<file path="src/rtl/fetch_stage_pkg.sv">
// Shared constants and next-PC path selection for the instruction-fetch stage.
package fetch_stage_pkg;

    localparam int unsigned PC_W    = 8;
    localparam int unsigned INSTR_W = 32;
    localparam int unsigned CNT_W   = 16;
    localparam int unsigned PC_STEP = 4;

    localparam logic [INSTR_W-1:0] NOP_INSTR = 32'h0000_0000;

    // Which update the PC and IF/ID register take on the coming edge.
    typedef enum logic [1:0] {
        PC_HOLD     = 2'd0,
        PC_SEQ      = 2'd1,
        PC_REDIRECT = 2'd2
    } pc_sel_e;

    // Priority: redirect beats stall beats sequential fetch.
    function automatic pc_sel_e pc_select(input logic redirect_valid, input logic stall);
        pc_sel_e sel;
        sel = PC_SEQ;
        if (redirect_valid) begin
            sel = PC_REDIRECT;
        end else if (stall) begin
            sel = PC_HOLD;
        end
        return sel;
    endfunction

endpackage

</file>
<file path="src/rtl/fetch_stage_if.sv">
// Fetch-address / instruction-word bus between the fetch stage and InstructionMemory.
interface fetch_stage_if #(
    parameter int unsigned PC_W    = 8,
    parameter int unsigned INSTR_W = 32
);
    logic [PC_W-1:0]    imem_pc;
    logic [INSTR_W-1:0] imem_instruct;

    modport master (output imem_pc, input imem_instruct);
    modport slave  (input imem_pc, output imem_instruct);
endinterface

</file>
<file path="src/rtl/fetch_stage_program_counter.sv">
// Program counter register with redirect / hold / sequential next-PC select.
module program_counter
    import fetch_stage_pkg::*;
#(
    parameter int unsigned     PC_W     = fetch_stage_pkg::PC_W,
    parameter logic [PC_W-1:0] RESET_PC = '0
) (
    input  logic            clk,
    input  logic            rst,
    input  logic            stall,
    input  logic            redirect_valid,
    input  logic [PC_W-1:0] redirect_target,
    output logic [PC_W-1:0] pc,
    output logic            misalign
);

    logic [PC_W-1:0] pc_q, pc_d;
    logic            misalign_q, misalign_d;
    pc_sel_e         sel_c;

    // Next-PC select; redirect targets are forced to word alignment.
    always_comb begin
        pc_d       = pc_q;
        misalign_d = 1'b0;
        sel_c      = pc_select(redirect_valid, stall);
        case (sel_c)
            PC_REDIRECT: begin
                pc_d       = {redirect_target[PC_W-1:2], 2'b00};
                misalign_d = |redirect_target[1:0];
            end
            PC_SEQ:  pc_d = pc_q + PC_W'(PC_STEP);
            default: pc_d = pc_q;
        endcase
    end

    // PC and misalign pulse registers.
    always_ff @(posedge clk) begin
        if (rst) begin
            pc_q       <= RESET_PC;
            misalign_q <= 1'b0;
        end else begin
            pc_q       <= pc_d;
            misalign_q <= misalign_d;
        end
    end

    assign pc       = pc_q;
    assign misalign = misalign_q;

endmodule

</file>
<file path="src/rtl/fetch_stage.sv">
// MIPS instruction-fetch stage: PC, IF/ID pipeline register and delivered-instruction counter.
module fetch_stage
    import fetch_stage_pkg::*;
#(
    parameter int unsigned     PC_W     = fetch_stage_pkg::PC_W,
    parameter int unsigned     INSTR_W  = fetch_stage_pkg::INSTR_W,
    parameter logic [PC_W-1:0] RESET_PC = '0,
    parameter int unsigned     CNT_W    = fetch_stage_pkg::CNT_W
) (
    input  logic               clk,
    input  logic               rst,
    fetch_stage_if.master      imem,
    input  logic               stall,
    input  logic               redirect_valid,
    input  logic [PC_W-1:0]    redirect_target,
    output logic               ifid_valid,
    output logic [INSTR_W-1:0] ifid_instr,
    output logic [PC_W-1:0]    ifid_pc,
    output logic [PC_W-1:0]    ifid_pc_plus4,
    output logic               misalign,
    output logic [CNT_W-1:0]   fetch_count
);

    logic [PC_W-1:0]    pc;
    logic               ifid_valid_q, ifid_valid_d;
    logic [INSTR_W-1:0] ifid_instr_q, ifid_instr_d;
    logic [PC_W-1:0]    ifid_pc_q, ifid_pc_d;
    logic [PC_W-1:0]    ifid_pc_plus4_q, ifid_pc_plus4_d;
    logic [CNT_W-1:0]   fetch_count_q, fetch_count_d;
    pc_sel_e            sel_c;

    program_counter #(
        .PC_W     (PC_W),
        .RESET_PC (RESET_PC)
    ) u_pc (
        .clk             (clk),
        .rst             (rst),
        .stall           (stall),
        .redirect_valid  (redirect_valid),
        .redirect_target (redirect_target),
        .pc              (pc),
        .misalign        (misalign)
    );

    assign imem.imem_pc = pc;

    // IF/ID load, flush on redirect (pc fields kept), hold on stall; saturating delivery count.
    always_comb begin
        ifid_valid_d    = ifid_valid_q;
        ifid_instr_d    = ifid_instr_q;
        ifid_pc_d       = ifid_pc_q;
        ifid_pc_plus4_d = ifid_pc_plus4_q;
        fetch_count_d   = fetch_count_q;
        sel_c           = pc_select(redirect_valid, stall);
        case (sel_c)
            PC_REDIRECT: begin
                ifid_valid_d = 1'b0;
                ifid_instr_d = INSTR_W'(NOP_INSTR);
            end
            PC_SEQ: begin
                ifid_valid_d    = 1'b1;
                ifid_instr_d    = imem.imem_instruct;
                ifid_pc_d       = pc;
                ifid_pc_plus4_d = pc + PC_W'(PC_STEP);
                if (fetch_count_q != {CNT_W{1'b1}}) begin
                    fetch_count_d = fetch_count_q + CNT_W'(1);
                end
            end
            default: ;
        endcase
    end

    // IF/ID pipeline register and counter.
    always_ff @(posedge clk) begin
        if (rst) begin
            ifid_valid_q    <= 1'b0;
            ifid_instr_q    <= INSTR_W'(NOP_INSTR);
            ifid_pc_q       <= '0;
            ifid_pc_plus4_q <= '0;
            fetch_count_q   <= '0;
        end else begin
            ifid_valid_q    <= ifid_valid_d;
            ifid_instr_q    <= ifid_instr_d;
            ifid_pc_q       <= ifid_pc_d;
            ifid_pc_plus4_q <= ifid_pc_plus4_d;
            fetch_count_q   <= fetch_count_d;
        end
    end

    assign ifid_valid    = ifid_valid_q;
    assign ifid_instr    = ifid_instr_q;
    assign ifid_pc       = ifid_pc_q;
    assign ifid_pc_plus4 = ifid_pc_plus4_q;
    assign fetch_count   = fetch_count_q;

endmodule

</file>
<file path="src/flat_wrapper.sv">
// flat-port wrapper written by rule: the top's interface ports become plain ports
module fetch_stage_flat import fetch_stage_pkg::*;
#(
    parameter int unsigned     PC_W     = fetch_stage_pkg::PC_W,
    parameter int unsigned     INSTR_W  = fetch_stage_pkg::INSTR_W,
    parameter logic [PC_W-1:0] RESET_PC = '0,
    parameter int unsigned     CNT_W    = fetch_stage_pkg::CNT_W
)
  (clk, rst, stall, redirect_valid, redirect_target, ifid_valid, ifid_instr, ifid_pc, ifid_pc_plus4, misalign, fetch_count, imem_imem_pc, imem_imem_instruct);
  fetch_stage_if #(.PC_W(PC_W), .INSTR_W(INSTR_W)) imem_i ();
  input  logic clk;
  input  logic rst;
  input  logic stall;
  input  logic redirect_valid;
  input  logic [PC_W-1:0] redirect_target;
  output logic ifid_valid;
  output logic [INSTR_W-1:0] ifid_instr;
  output logic [PC_W-1:0] ifid_pc;
  output logic [PC_W-1:0] ifid_pc_plus4;
  output logic misalign;
  output logic [CNT_W-1:0] fetch_count;
  output wire logic [$bits(imem_i.imem_pc)-1:0] imem_imem_pc;
  input wire logic [$bits(imem_i.imem_instruct)-1:0] imem_imem_instruct;
  assign imem_imem_pc = imem_i.imem_pc;
  assign imem_i.imem_instruct = imem_imem_instruct;
  fetch_stage #(.PC_W(PC_W), .INSTR_W(INSTR_W), .RESET_PC(RESET_PC), .CNT_W(CNT_W)) u_core (.clk(clk), .rst(rst), .imem(imem_i), .stall(stall), .redirect_valid(redirect_valid), .redirect_target(redirect_target), .ifid_valid(ifid_valid), .ifid_instr(ifid_instr), .ifid_pc(ifid_pc), .ifid_pc_plus4(ifid_pc_plus4), .misalign(misalign), .fetch_count(fetch_count));
endmodule
</file>
<file path="config.mk">
export PLATFORM = sky130hd
export DESIGN_NAME = fetch_stage_flat
export DESIGN_NICKNAME = d
export VERILOG_FILES = /design/src/rtl/fetch_stage_pkg.sv /design/src/rtl/fetch_stage_if.sv /design/src/rtl/fetch_stage_program_counter.sv /design/src/rtl/fetch_stage.sv /design/src/flat_wrapper.sv
export SDC_FILE = /design/constraint.sdc
export NUM_CORES = 1
export LEC_CHECK = 0
export ABC_AREA = 1
export BUFFER_PORTS_ARGS = -buffer_cell sky130_fd_sc_hd__buf_4
export CELL_PAD_IN_SITES_DETAIL_PLACEMENT = 1
export CELL_PAD_IN_SITES_GLOBAL_PLACEMENT = 2
export CORE_MARGIN = 2
export CORE_UTILIZATION = 27
export CTS_BUF_LIST = sky130_fd_sc_hd__clkbuf_16
export DETAILED_ROUTE_END_ITERATION = 7
export GPL_TIMING_DRIVEN = 0
export PLACE_DENSITY = 0.84
export SLEW_MARGIN = 20
export SYNTH_ARGS = -nofsm -noshare
export SYNTH_HDL_FRONTEND = slang
export SYNTH_SLANG_ARGS = --single-unit
export TNS_END_PERCENT = 10
</file>
<file path="constraint.sdc">
create_clock -name clk -period 3 [get_ports clk]
set_clock_uncertainty 0.05 [all_clocks]
set_input_delay 0.45 -clock clk [delete_from_list [all_inputs] [get_ports clk]]
set_output_delay 0.45 -clock clk [all_outputs]
set_load 0.05 [all_outputs]
</file>
==> results of run 1 <==
per-stage QoR:
stage          cells  hold slack (ns)  area [um2]  total power [uW]
2_1_floorplan    397            0.548        2940              1190
3_5_place_dp     642            0.405        3930              1310
5_1_grt          658            0.334        4270              2590
4_1_cts          658            0.328        4270              2520
6_report         658            0.336        4270              2490
3_3_place_gp     642            0.399        3930              1310
final cells by class:
| class | count | area (um2) |
|---|---|---|
| multi-input cells | 285 | 1360 |
| clock buffers | 9 | 225 |
| flip-flops and latches | 68 | 1360 |
| inverters | 19 | 71.3 |
| plain buffers | 25 | 144 |
| well taps | 136 | 170 |
| repair buffers | 109 | 818 |
| fillers | 1349 | 6150 |
| clock inverters | 7 | 116 |
worst max path at each step:
stage	start	endpoint	slack (ns)	depth (start not counted)
after floorplan	u_core.fetch_count[0]	u_core.fetch_count[10]	1.06	9
after global routing	u_core.fetch_count[0]	u_core.fetch_count[5]	1.06	9
after detailed placement	u_core.fetch_count[0]	u_core.fetch_count[3]	1.22	9
after CTS	u_core.fetch_count[0]	u_core.fetch_count[10]	1.21	9
final	u_core.fetch_count[0]	u_core.fetch_count[10]	1.24	9
after global placement	u_core.fetch_count[0]	u_core.fetch_count[14]	1.25	9
sequential cells by signal, summed over array words and instances, names as in the netlist:
signal,cells
u_core.ifid_instr,32
u_core.fetch_count,16
u_core.ifid_pc,6
u_core.ifid_pc_plus4,6
u_core.u_pc.pc,6
u_core.ifid_valid,1
u_core.u_pc.misalign,1
metal layers:
metal	share of wire	vias up	global-route usage
li1	-	1504	-
met1	0.47	1391	0.207
met2	0.46	86	0.274
met3	0.063	4	0.0422
met4	0.0084	0	0.0385
met5	0	-	0
worst reg2reg max path, delay by kind of cell, from the launching register on:
family	cells	cell delay (ns)
buffers and inverters	1	0.16
and+or+nand+nor	6	0.65
AOI/OAI and AO/OA	1	0.05
adders and majority gates	1	0.26
DFF	1	0.47
cells in the final DEF (no fill, tap or decap), types with 6 or more instances in the layout:
cell type,netlist,routed
o21ai_0,12,12
clkbuf_16,0,9
buf_2,10,10
dfxtp_1,68,68
a21oi_2,10,10
nor2_1,33,33
nand4_1,6,6
a21oi_1,48,48
conb_1,1,6
buf_4,6,115
nand2_1,128,128
nand3_1,15,15
clkbuf_1,7,7
inv_1,18,19
logic make-up after synthesis:
family | Yosys count | synth area share
buffers and inverters | 44 | 0.0738
AOI/OAI and AO/OA | 75 | 0.148
and+or+nand+nor | 196 | 0.284
xor gates and xnor gates | 6 | 0.0180
adders and majority gates | 2 | 0.00857
DFF | 68 | 0.467
other | 1 | 0.00129
power breakdown:
group	total (uW)	leakage [uW]	switching, uW	internal, uW
Clock	1200	0.000171	388	810
Sequential	958	0.000554	23.4	935
Combinational	334	0.00114	222	111
Yosys cell counts:
master | number | area [um2]
nor2_4 | 4 | 45.0
buf_4 | 6 | 45.0
nor2_1 | 33 | 124
nor3b_1 | 1 | 7.51
nand4_1 | 6 | 37.5
ha_1 | 2 | 25.0
inv_1 | 18 | 67.6
buf_6 | 2 | 22.5
nor2_2 | 1 | 6.26
nor3_1 | 2 | 10.0
buf_2 | 10 | 50.1
a21o_1 | 1 | 7.51
clkbuf_1 | 7 | 26.3
a21oi_1 | 48 | 240
a31oi_1 | 2 | 12.5
xnor2_1 | 2 | 17.5
o21ai_4 | 1 | 16.3
conb_1 | 1 | 3.75
o21ai_0 | 12 | 60.1
inv_2 | 1 | 3.75
o211ai_1 | 1 | 7.51
nand3_1 | 15 | 75.1
nand2_1 | 128 | 480
xor2_1 | 4 | 35.0
a21oi_2 | 10 | 87.6
or2_2 | 1 | 6.26
dfxtp_1 | 68 | 1360
nand2_4 | 1 | 11.3
nand2_2 | 4 | 25.0
==> results.txt, run 1 <==
Syn Inst Count = 392
Initial antenna violation count = 0
Crit-path max cell delay = 0.47 ns
Finished Core Util = 0.410
Area of the die = 11700 um2
Final nets = 563
Cell mode on critical path = nor2_4
Count of pins over their slew limit = 0
Kind of critical path = flip-flop to flip-flop
Crit path DAT = 1.89 ns
Post-Syn Area = 2920 um2
CP max FO = 10
R2r setup slk = 1.24 ns
Detail Placement HPWL = 6950 um
Buffers & Inverters on Critical Path = 1
Syn Area/Cell = 7.44 um2
Place WS = 1.22 ns
Cell variety after synth = 29
Seq/Total Area, Yosys = 0.467
Row cnt = 37
DR DRC count = 0
Worst-margin pin slew = 0.691 ns
Final worst-path cycle share = 0.588
Slew HR = 0.539
Clock Latency Late Sink = 0.32 ns
Ports = 118
CP Data Required Time = 3.13 ns
Beginning of the worst hold path = imem_imem_instruct[13]
Reg2Reg Depth = 9
1st-pass router iterations = 4
Number of global-route vias before repair = 3026
Setup Fix Bufs, Post-CTS = 0
Peak supply drop = 0.288 mV
RSZ-0062 raised after global routing = false
Power Dens Cells = 583 nW/um2
Die H = 108 um
Post-DRT Antenna Nets = 0
# Max-Cap Violations = 0
#FFs+latches synth = 68
Total CTS buffers = 9
DRT Wirelength = 9130 um
TritonCTS clock tree = done
Crit end category = flip-flop
CORE AREA = 10400 um2
Share of cells above drive strength 1 = 0.316
Setup_tns = 0 ns
Post-CTS Resized = 0
GPL Wtd Cong = 0.743
Status = completed
Drt wl/cell = 13.9 um
R2R Path End = u_core.fetch_count[10]
Vias per Instance = 4.54
Worst setup margin = 1.24 ns
Ys Warns = 0
Global route overflow = 0
P&R area growth vs syn = 46.2%
Root Driver = clkbuf_16
Final Hold Fails = 0
Num Clock Sinks = 68
Hold depth = 3
Critical path cell sequence = ha_1, nand2_1, nor2_4, nand2_4, nor2_4, nor2_4, buf_6, nand2_1, a21oi_2
P_leak = 0.00186 uW
Hold buffer count at CTS = 0
Minimum clock period = 1.76 ns
Largest net degree at the start of global routing = 13
H-tree Lvls = 3
# port buffers = 109
Via Count = 2985
Initial Utilization = 0.280
Global-route wire length before repair = 15000 um
Crit Reg-Reg Startpoint = u_core.fetch_count[0]
Hold Path End = u_core.ifid_instr[13]
Setup Viol. Count Final = 0
Total global routing track utilization = 0.162
Reg clk slew, reported paths = 0.06 ns
CP delay by family, top = simple AND/OR/NAND/NOR gates
1st-iter DRT viols = 124
Fmax = 567 MHz
Max clock buf depth = 2
Slowest-stage cell, CP = dfxtp_1
Inserted Diodes = 0
Hold Crit Class = input pin to flip-flop
Die Width = 108 um
Critical Path Source Type = flip-flop
Note: power is estimated with default switching activity, not from simulation.
==> inputs of run 2 (changes only) <==
--- a/config.mk
+++ b/config.mk
@@ -10,11 +10,11 @@
 export CELL_PAD_IN_SITES_DETAIL_PLACEMENT = 1
 export CELL_PAD_IN_SITES_GLOBAL_PLACEMENT = 2
 export CORE_MARGIN = 2
-export CORE_UTILIZATION = 27
+export CORE_UTILIZATION = 25
 export CTS_BUF_LIST = sky130_fd_sc_hd__clkbuf_16
 export DETAILED_ROUTE_END_ITERATION = 7
 export GPL_TIMING_DRIVEN = 0
-export PLACE_DENSITY = 0.84
+export PLACE_DENSITY = 0.79
 export SLEW_MARGIN = 20
 export SYNTH_ARGS = -nofsm -noshare
 export SYNTH_HDL_FRONTEND = slang
==> constraint.sdc (replaced) <==
create_clock -name clk -period 1.8 [get_ports clk]
set_clock_uncertainty 0.05 [all_clocks]
set_input_delay 0.27 -clock clk [delete_from_list [all_inputs] [get_ports clk]]
set_output_delay 0.27 -clock clk [all_outputs]
set_load 0.05 [all_outputs]
==> results.txt, run 2 (same netlist as run 1, synthesis figures left out) <==
Status = completed
CP Data Required Time = 1.94 ns (-1.19 ns)
Global-route wire length before repair = 15200 um (+1.7%)
Via Count = 3004 (+0.64%)
Cell mode on critical path = nor2_4
Largest net degree at the start of global routing = 14 (+1)
R2R Path End = u_core.fetch_count[2]
Clock Latency Late Sink = 0.33 ns (about the same)
Number of global-route vias before repair = 3026 (unchanged)
# Max-Cap Violations = 0 (unchanged)
Most frequent cells in the layout = 128 x nand2_1, 115 x buf_4, 66 x dfxtp_1
Max clock buf depth = 2 (unchanged)
Final Hold Fails = 0 (unchanged)
Share of cells above drive strength 1 = 0.322 (+0.00575)
Fillcell total = 1454 (+7.8%)
P&R area growth vs syn = 45.2%
RSZ-0062 raised after global routing = false
# port buffers = 109 (unchanged)
Slowest-stage cell, CP = dfxtp_2
Crit path DAT = 1.79 ns (-0.10 ns)
Place WS = 0.125 ns (-1.10 ns)
Fmax = 604 MHz (+6.5%)
Count of pins over their slew limit = 0 (unchanged)
Reg clk slew, reported paths = 0.06 ns (about the same)
Total global routing track utilization = 0.151 (-0.0107)
R2r setup slk = 0.14 ns (-1.09 ns)
Drt wl/cell = 13.9 um (+0.39%)
Final worst-path cycle share = 0.920 (+0.332)
Initial Utilization = 0.256 (-0.0246)
Critical path cell sequence = ha_1, nand2_1, nor2_4, nand2_4, nor2_4, nor2_4, buf_6, nand2_1, a21oi_2
Buffers & Inverters on Critical Path = 1 (unchanged)
Post-CTS Resized = 0 (unchanged)
Worst setup margin = 0.145 ns (-1.09 ns)
Total CTS buffers = 9 (unchanged)
Critical Path Source Type = flip-flop
Num Clock Sinks = 68 (unchanged)
P_leak = 0.00184 uW (-1.5%)
Minimum clock period = 1.66 ns (-0.107 ns)
H-tree Lvls = 3 (unchanged)
CORE AREA = 11400 um2 (+9.6%)
CP max FO = 10 (unchanged)
Row cnt = 39 (+5.4%)
Beginning of the worst hold path = imem_imem_instruct[22]
Hold buffer count at CTS = 0 (unchanged)
Die Width = 112 um (+3.8%)
Ports = 118 (unchanged)
Setup Fix Bufs, Post-CTS = 0 (unchanged)
Crit Reg-Reg Startpoint = u_core.fetch_count[0]
Hold Path End = u_core.ifid_instr[22]
Crit end category = flip-flop
Crit path launch = u_core.fetch_count[0]
Crit-path max cell delay = 0.39 ns (-0.08 ns)
Commonest non-fill, non-tap cell in the layout = nand2_1
Max reg flops = 32 (unchanged)
Post-DRT Antenna Nets = 0 (unchanged)
DRT Wirelength = 9260 um (+1.5%)
Initial antenna violation count = 0 (unchanged)
Root Driver = clkbuf_16
1st-iter DRT viols = 131 (+5.6%)
Inserted Diodes = 0 (unchanged)
Die H = 112 um (+3.8%)
GPL Wtd Cong = 0.736 (-0.85%)
DR DRC count = 0 (unchanged)
Hold Crit Class = input pin to flip-flop
Setup Viol. Count Final = 0 (unchanged)
Detail Placement HPWL = 7040 um (+1.3%)
Global route overflow = 0 (unchanged)
Power Dens Cells = 927 nW/um2 (+59%)
1st-pass router iterations = 4 (unchanged)
Worst-margin pin slew = 0.692 ns (+0.000718 ns)
Slew HR = 0.539 (about the same)
Reg2Reg Depth = 9 (unchanged)
Hold depth = 3 (unchanged)
Setup_tns = 0 ns (unchanged)
TritonCTS clock tree = done
Final nets = 563 (unchanged)
Kind of critical path = flip-flop to flip-flop
Peak supply drop = 0.335 mV (+17%)
Vias per Instance = 4.52 (-0.42%)
Area of the die = 12600 um2 (+7.7%)
CP delay by family, top = simple AND/OR/NAND/NOR gates
==> run 2: cell types whose count changed in the layout (fill, tap and decap cells not counted), sizes merged <==
cell / delta
bufinv: -2
clkinvlp: +2
==> run 2: worst min-delay path, delay by kind of cell <==
| family | cells | cell delay [ns] |
|---|---|---|
| compound gates | 1 | 0.05 |
| buf+inv | 1 | 0.11 |
| simple gates | 1 | 0.05 |
==> run 2: cell type report <==
type | instances | area [um2] | share of cell area
repair buffers | 109 | 818 | 0.193
inverters | 19 | 71.3 | 0.0168
clock inverters | 7 | 76.3 | 0.0180
flip-flops and latches | 68 | 1360 | 0.322
plain buffers | 25 | 144 | 0.0340
multi-input cells | 285 | 1360 | 0.321
clock buffers | 9 | 225 | 0.0531
well taps | 143 | 179 | 0.0422
==> run 2: worst max path at each step <==
| stage | endpoint | slack [ns] | cells past startpoint |
|---|---|---|---|
| floorplan | u_core.fetch_count[10] | 0.04 | 8 |
| global placement | u_core.fetch_count[10] | 0.14 | 9 |
| detailed placement | u_core.fetch_count[2] | 0.13 | 9 |
| CTS | u_core.fetch_count[2] | 0.12 | 9 |
| global route | u_core.fetch_count[14] | 0.01 | 9 |
| finish | u_core.fetch_count[2] | 0.14 | 9 |
==> run 2: power by group <==
part / switching [uW] / internal [uW] / total [uW]
Combinational: 372 / 185 / 558
Clock: 695 / 1080 / 1770
Sequential: 39.0 / 1560 / 1600
Total: 1110 / 2820 / 3930
==> run 2: layer usage <==
layer | up-vias | routed length (um) | global-route usage
met5 | - | 0 | 0
met4 | 0 | 86 | 0.0439
met3 | 8 | 638 | 0.0405
met2 | 89 | 4180 | 0.242
met1 | 1406 | 4360 | 0.202
li1 | 1501 | - | -
==> run 2: through the flow <==
| step | hold WS [ns] | power, uW | instances | utilization | area, um2 |
|---|---|---|---|---|---|
| 2_1_floorplan | 0.368 | 1980 | 397 | - | 2940 |
| 3_3_place_gp | 0.399 | 2190 | 649 | 0.345 | 3940 |
| 3_5_place_dp | 0.406 | 2200 | 649 | 0.345 | 3940 |
| 4_1_cts | 0.140 | 3990 | 665 | 0.371 | 4240 |
| 5_1_grt | 0.147 | 4100 | 665 | 0.371 | 4240 |
| 6_report | 0.147 | 3930 | 665 | 0.371 | 4240 |
